==> config.mk <==
export PLATFORM = sky130hd
export DESIGN_NAME = uart_tx_frame
export DESIGN_NICKNAME = d
export VERILOG_FILES = /design/src/rtl/uart_tx_frame.sv
export SDC_FILE = /design/constraint.sdc
export NUM_CORES = 1
export LEC_CHECK = 0
export ABC_AREA = 1
export BUFFER_PORTS_ARGS = -buffer_cell sky130_fd_sc_hd__buf_2
export CORE_ASPECT_RATIO = 1.5
export CORE_UTILIZATION = 40
export CTS_BUF_LIST = sky130_fd_sc_hd__clkbuf_8
export DETAILED_ROUTE_END_ITERATION = 10
export SLEW_MARGIN = 20
export SYNTH_ARGS = -nofsm -noshare
export SYNTH_HDL_FRONTEND = slang
export SYNTH_SLANG_ARGS = --single-unit
==> constraint.sdc <==
create_clock -name clk -period 2.9 [get_ports clk]
set_clock_uncertainty 0.05 [all_clocks]
set_input_delay 0.58 -clock clk [delete_from_list [all_inputs] [get_ports clk]]
set_output_delay 0.58 -clock clk [all_outputs]
set_load 0.02 [all_outputs]
==> src/rtl/uart_tx_frame.sv <==
// UART transmitter: start + DATA_BITS (LSB first) + optional parity + 1/2 stop bits, paced by baud_tick.
// Define UART_TX_PARITY_EN to build the parity stage; without it parity_mode is ignored.
module uart_tx_frame #(
    parameter int DATA_BITS  = 8,
    parameter int OVERSAMPLE = 16
) (
    input  logic                 clk,
    input  logic                 rst_n,
    input  logic                 baud_tick,
    input  logic                 start,
    input  logic [DATA_BITS-1:0] din,
    input  logic [1:0]           parity_mode,
    input  logic                 stop2,
    output logic                 o_ready,
    output logic                 o_tx_busy,
    output logic                 o_tx_done,
    output logic                 o_tx
);
    localparam int TW = $clog2(OVERSAMPLE);
    localparam int BW = $clog2(DATA_BITS);
    localparam logic [TW-1:0] TICK_LAST = TW'(OVERSAMPLE - 1);
    localparam logic [TW-1:0] TICK_ONE  = TW'(1);
    localparam logic [BW-1:0] BIT_LAST  = BW'(DATA_BITS - 1);
    localparam logic [BW-1:0] BIT_ONE   = BW'(1);

`ifdef UART_TX_PARITY_EN
    typedef enum logic [2:0] {IDLE, START, DATA, PARITY, STOP} state_t;
`else
    typedef enum logic [2:0] {IDLE, START, DATA, STOP} state_t;
`endif

    state_t                 state, state_next;
    logic [TW-1:0]          tick_cnt;
    logic [BW-1:0]          bit_idx;
    logic [DATA_BITS-1:0]   shift_reg;
    logic                   cur_stop2;
    logic                   stop_second;
    logic                   done_q;
    logic                   hold_valid;
    logic [DATA_BITS-1:0]   hold_data;
    logic                   hold_stop2;
    logic                   bit_end;
    logic                   load;
    logic                   last_stop;
    logic                   accept;
    logic [DATA_BITS-1:0]   src_data;
    logic                   src_stop2;

`ifdef UART_TX_PARITY_EN
    logic [1:0]             hold_mode;
    logic [1:0]             src_mode;
    logic                   cur_par_en;
    logic                   par_bit;
    assign src_mode = hold_valid ? hold_mode : parity_mode;
`else
    logic                   unused_parity;
    assign unused_parity = ^parity_mode;
`endif

    // A new frame takes the buffered entry if there is one, otherwise the live inputs
    // (only possible when an accept coincides with the final stop boundary).
    assign accept    = start && !hold_valid;
    assign src_data  = hold_valid ? hold_data : din;
    assign src_stop2 = hold_valid ? hold_stop2 : stop2;

    assign o_ready   = !hold_valid;
    assign o_tx_busy = (state != IDLE);
    assign o_tx_done = done_q;

    always_ff @(posedge clk or negedge rst_n) begin
        if (!rst_n) state <= IDLE;
        else        state <= state_next;
    end

    always_comb begin
        state_next = state;
        bit_end    = baud_tick && (state != IDLE) && (tick_cnt == TICK_LAST);
        load       = 1'b0;
        last_stop  = 1'b0;
        case (state)
            IDLE: begin
                if (hold_valid) begin
                    load       = 1'b1;
                    state_next = START;
                end
            end
            START: if (bit_end) state_next = DATA;
            DATA: begin
                if (bit_end && (bit_idx == BIT_LAST)) begin
`ifdef UART_TX_PARITY_EN
                    state_next = cur_par_en ? PARITY : STOP;
`else
                    state_next = STOP;
`endif
                end
            end
`ifdef UART_TX_PARITY_EN
            PARITY: if (bit_end) state_next = STOP;
`endif
            STOP: begin
                if (bit_end && (!cur_stop2 || stop_second)) begin
                    last_stop = 1'b1;
                    if (hold_valid || start) begin
                        load       = 1'b1;
                        state_next = START;
                    end else begin
                        state_next = IDLE;
                    end
                end
            end
            default: state_next = IDLE;
        endcase
    end

    always_comb begin
        o_tx = 1'b1;
        case (state)
            START:   o_tx = 1'b0;
            DATA:    o_tx = shift_reg[0];
`ifdef UART_TX_PARITY_EN
            PARITY:  o_tx = par_bit;
`endif
            default: o_tx = 1'b1;
        endcase
    end

    // The buffered entry is never overwritten; it frees on the edge its frame begins.
    always_ff @(posedge clk or negedge rst_n) begin
        if (!rst_n) begin
            hold_valid <= 1'b0;
            hold_data  <= '0;
            hold_stop2 <= 1'b0;
`ifdef UART_TX_PARITY_EN
            hold_mode  <= 2'b00;
`endif
        end else if (load && hold_valid) begin
            hold_valid <= 1'b0;
        end else if (accept && !load) begin
            hold_valid <= 1'b1;
            hold_data  <= din;
            hold_stop2 <= stop2;
`ifdef UART_TX_PARITY_EN
            hold_mode  <= parity_mode;
`endif
        end
    end

    always_ff @(posedge clk or negedge rst_n) begin
        if (!rst_n) begin
            tick_cnt    <= '0;
            bit_idx     <= '0;
            shift_reg   <= '0;
            cur_stop2   <= 1'b0;
            stop_second <= 1'b0;
            done_q      <= 1'b0;
`ifdef UART_TX_PARITY_EN
            cur_par_en  <= 1'b0;
            par_bit     <= 1'b0;
`endif
        end else begin
            done_q <= last_stop;
            if (load) begin
                tick_cnt    <= '0;
                bit_idx     <= '0;
                shift_reg   <= src_data;
                cur_stop2   <= src_stop2;
                stop_second <= 1'b0;
`ifdef UART_TX_PARITY_EN
                cur_par_en  <= (src_mode == 2'b01) || (src_mode == 2'b10);
                par_bit     <= (src_mode == 2'b10) ? ~^src_data : ^src_data;
`endif
            end else if (bit_end) begin
                tick_cnt <= '0;
                if (state == DATA) begin
                    shift_reg <= shift_reg >> 1;
                    bit_idx   <= (bit_idx == BIT_LAST) ? '0 : bit_idx + BIT_ONE;
                end
                if (state == STOP) stop_second <= 1'b1;
            end else if (baud_tick && (state != IDLE)) begin
                tick_cnt <= tick_cnt + TICK_ONE;
            end
        end
    end
endmodule

After elaboration in Yosys (flattened, before gate mapping)
Index checks and enable logic that the tools add are counted.

word-level totals
  register bits = 31
  latch bits = 0
  memory bits (writable) = 0
  memory bits (read-only) = 0
  output and inout port bits = 4
  word-level logic and storage cells = 75
  memories kept = 0

operators by class
  add/sub/neg operators = 2
  multipliers = 0
  div/mod/pow operators = 0
  magnitude comparators = 0
  equal/unequal tests = 9
  shift operators = 0
  multiplexer cells = 30
  bitwise gates (word level) = 1
  reduce and logical (&&, ||, !) cells = 23

operator list
  cell                 count
  $mux 8               4
  $mux 3               8
  $mux 1               12
  $mux 4               3
  $pmux 3 s4           1
  $ne 2x2->1 const B   4
  $reduce_bool 2->1    4
  $logic_and 1x1->1    7
  $eq 3x2->1 const B   2
  $reduce_and 2->1     3
  $reduce_bool 3->1    2
  $add 4x1->4 const B  1
  $eq 4x4->1 const B   1
  $pmux 1 s2           2
  $reduce_and 4->1     1
  $add 3x1->3 const B  1
  $eq 3x1->1 const B   1
  $eq 3x3->1 const B   1
  $logic_not 1->1      3
  $logic_not 3->1      1
  $logic_or 1x1->1     2
  $not 1->1            1

Longest topological paths before layout
  depth after elaboration = 10
  gate-level depth with buffers = 12

Least setup slack after synthesis
OpenSTA, ideal clock, no wires.

  path type = reg2out
  start = reg state[0]
  end = out o_tx
  arrival = 1,116 ps
  required time = 2,270 ps
  setup slack = 1,154 ps
  cell stages (with the launch flop) = 5
  cell sequence = dfrtp_1 -> inv_1 -> ha_1 -> or2_2 -> nand2_1

on the way
  longest elaborated chain between the ends = 2

ends and longest elaborated chain
  element                                          line  source
  start: declaration                               32    state_t state, state_next;
  start signal: assignment                         72    else state <= state_next;
  $eq 3x2->1 / $eq 3x1->1 (equally long branches)  117   case (state)
  $pmux 1 s2 (*)                                   117
  end: declaration                                 17    output logic o_tx

Mark *: on every way between the ends. The rest lies on a longest branch, timed or not.

Worst setup path in the final report
  start = reg state[0]
  end = reg hold_data[2]

on the way
  longest elaborated chain between the ends = 9

ends and longest elaborated chain
  element                                                      line      source
  $reduce_bool 3->1                                            77        bit_end = baud_tick && (state != IDLE) && (tick_cnt == TICK_LAST);
  $logic_and 1x1->1 (2 in a row)                               77
  $logic_and 1x1->1                                            101       if (bit_end && (!cur_stop2 || stop_second)) begin
  $mux 1                                                       101
  $pmux 1 s2 (*)                                               80        case (state)
  $logic_not 1->1 / $logic_and 1x1->1 (equally long branches)  138, 136
  $logic_and 1x1->1 / $not 1->1 (equally long branches)        n/a
  $reduce_and 2->1 (no source line) (*)                        n/a
  end signal: assignment                                       140       hold_data <= din;
  end: declaration                                             40        logic [DATA_BITS-1:0] hold_data;

Marked as above.
A chain may end at the register's enable or synchronous reset.

==> impl_metrics.ini <==
[outcome]
status = finished, final reports clean

[route]
vias = 1315
wl_per_cell_um = 11.7
drc = 0
drt_first_pass_iters = 4
drt_iter0_drc = 37
postRouteAntennaNets = 0
wl_mm = 3.18
viasPerCell = 4.85

[power_and_ir_drop]
leakage_nw = 1.03
power_density_nw_per_um2 = 982
ir_worst_vdd_v = 0.000557

[clock_network]
tritoncts = yes
cts.sinks = 30
cts_buffers = 5
clk_pin_slew_ns = 0.07
holdBufCountCts = 0
ctsLongestPathBuffers = 2
clk-insertion-delay-late_ns = 0.28
htree_levels = 2
post-cts-setup-buffers = 0
root_buffer = clkbuf_8
cts.repair.resized = 0

[cells_and_area]
layout_common_cells = nand2_1, nand3_1, dfrtp_1
insertedDiodeCount = 0
syn_to_final_growth_pct = 12.5
final_common_cell = nand2_1
fillerInstances = 416
drive_gt1_frac = 0.159
nets = 247
final_cell_area_um2 = 1840

[global_routing]
grt_antenna_before_repair = 0
grt_util_all_layers = 0.179
grt_max_degree = 31
grt_pass1_vias = 1283
grt.overflow.total = 0
grt_pass1_wl_mm = 5.53

[synth]
synth_nets = 228
synth_seq_cells = 30
yosysSeqAreaShare = 0.459
synth.area.top_cells = dfrtp_1, nand2_1, nand3_1
synth.avg_cell_area_um2 = 7.94
yosys_warnings = 0
yosysUniqueCellTypes = 26
yosys.area.top_type = dfrtp_1
synth.cell_area_um2 = 1640
postSynthCellCount = 206
synth_top_area_share = 0.459

[worst_setup_path]
setup.worst_path.start = state[0]
crit_path_start_kind = register
required_ns = 3.07
end_kind = register
critPathArrivalTime_ns = 2.33
crit_fanout = 17
critPathKind = register to register
regToRegStartpoint = state[0]

[min_path]
min_path_type = input pin to asynchronous set/reset pin

[sta]
setup_viol = 0
slew_violations = 0
fin_crit_ns = 2.16
tightest_slew_ns = 0.685
finalSetupTns_ns = 0
finalHoldViolations = 0
period_share = 0.746
fmax_mhz = 462
whs_ns = 0.285
maxSlewHeadroom = 0.544
grt_setup_unrepaired = false

[placed_design]
dp_hpwl_mm = 2.25
gp_congestion = 0.724
portBuffers = 16
place_area_um2 = 1750

[die]
fp-row-count = 28
core_um2 = 3920
initial_utilization = 0.417
dieArea_um2 = 4360
die_y_um = 80.3
die_x_um = 54.2
io_pins = 19

[job]
maxCapViolCount = 0
[path summary, 6_finish.rpt]
| check | endpoint | depth (start not counted) | slack, ns |
|---|---|---|---|
| max | hold_data[2] | 12 | 0.74 |
| min | tick_cnt[2] | 1 | 0.29 |
| max reg2reg | hold_data[2] | 12 | 0.74 |
| min reg2reg | hold_data[3] | 2 | 0.42 |
| max in group asynchronous | hold_valid | 1 | 2.07 |
| min in group clk | hold_data[3] | 2 | 0.42 |
[power breakdown]
part / internal [mW] / total, mW / switching (mW)
Combinational: 0.277 / 0.766 / 0.489
Clock: 0.188 / 0.347 / 0.159
Sequential: 0.579 / 0.694 / 0.114
[layer usage]
metal  track usage  share of wire
met1         0.190           0.43
met2         0.312           0.52
met3        0.0511          0.028
met4        0.0769          0.021
met5             0              0
[critical path: stages, from the launching register on]
cell and delay (ns):
dfrtp_1 0.40, inv_1 0.08, ha_1 0.24, inv_2 0.10
nand2_4 0.09, nor2_8 0.16, nand3_4 0.09, nand2_1 0.06
nand2_1 0.27, buf_4 0.33, nand2_8 0.10, nand2_1 0.06
nand2_1 0.05
[layout make-up]
cell class	count	area, µm²	area share
repair buffers	18	95.1	0.0517
well taps	45	56.3	0.0306
inverters	18	67.6	0.0367
clock inverters	2	8.76	0.00476
flip-flops and latches	30	751	0.408
multi-input cells	152	779	0.424
clock buffers	6	82.6	0.0449
[cell usage after synthesis (all sizes together)]
master  instances
nand2          87
nand3          32
dfrtp          30
inv            17
nor2           12
ha              7
buf             6
a21oi           4
o21ai           3
nor3            2
xor2            2
clkinv          1
o22ai           1
or2             1
xnor2           1
[logic make-up after synthesis]
kind of cell	share of synthesized area
AO/OA/AOI/OAI	0.0321
AND/OR/NAND/NOR	0.375
buffers and inverters	0.0650
XOR/XNOR	0.0161
adder cells (fa/ha/maj)	0.0535
flip-flops	0.459
[metrics by stage]
| step | setup slack (ns) | instances | power [mW] | utilization |
|---|---|---|---|---|
| 2_1_floorplan | 1.15 | 206 | 1.31 | - |
| 3_3_place_gp | 0.720 | 263 | 1.46 | 0.446 |
| 3_5_place_dp | 0.724 | 263 | 1.48 | 0.446 |
| 4_1_cts | 0.697 | 271 | 1.84 | 0.469 |
| 5_1_grt | 0.506 | 271 | 1.98 | 0.469 |
| 6_report | 0.736 | 271 | 1.81 | 0.469 |
(Power assumes the default switching activity.)
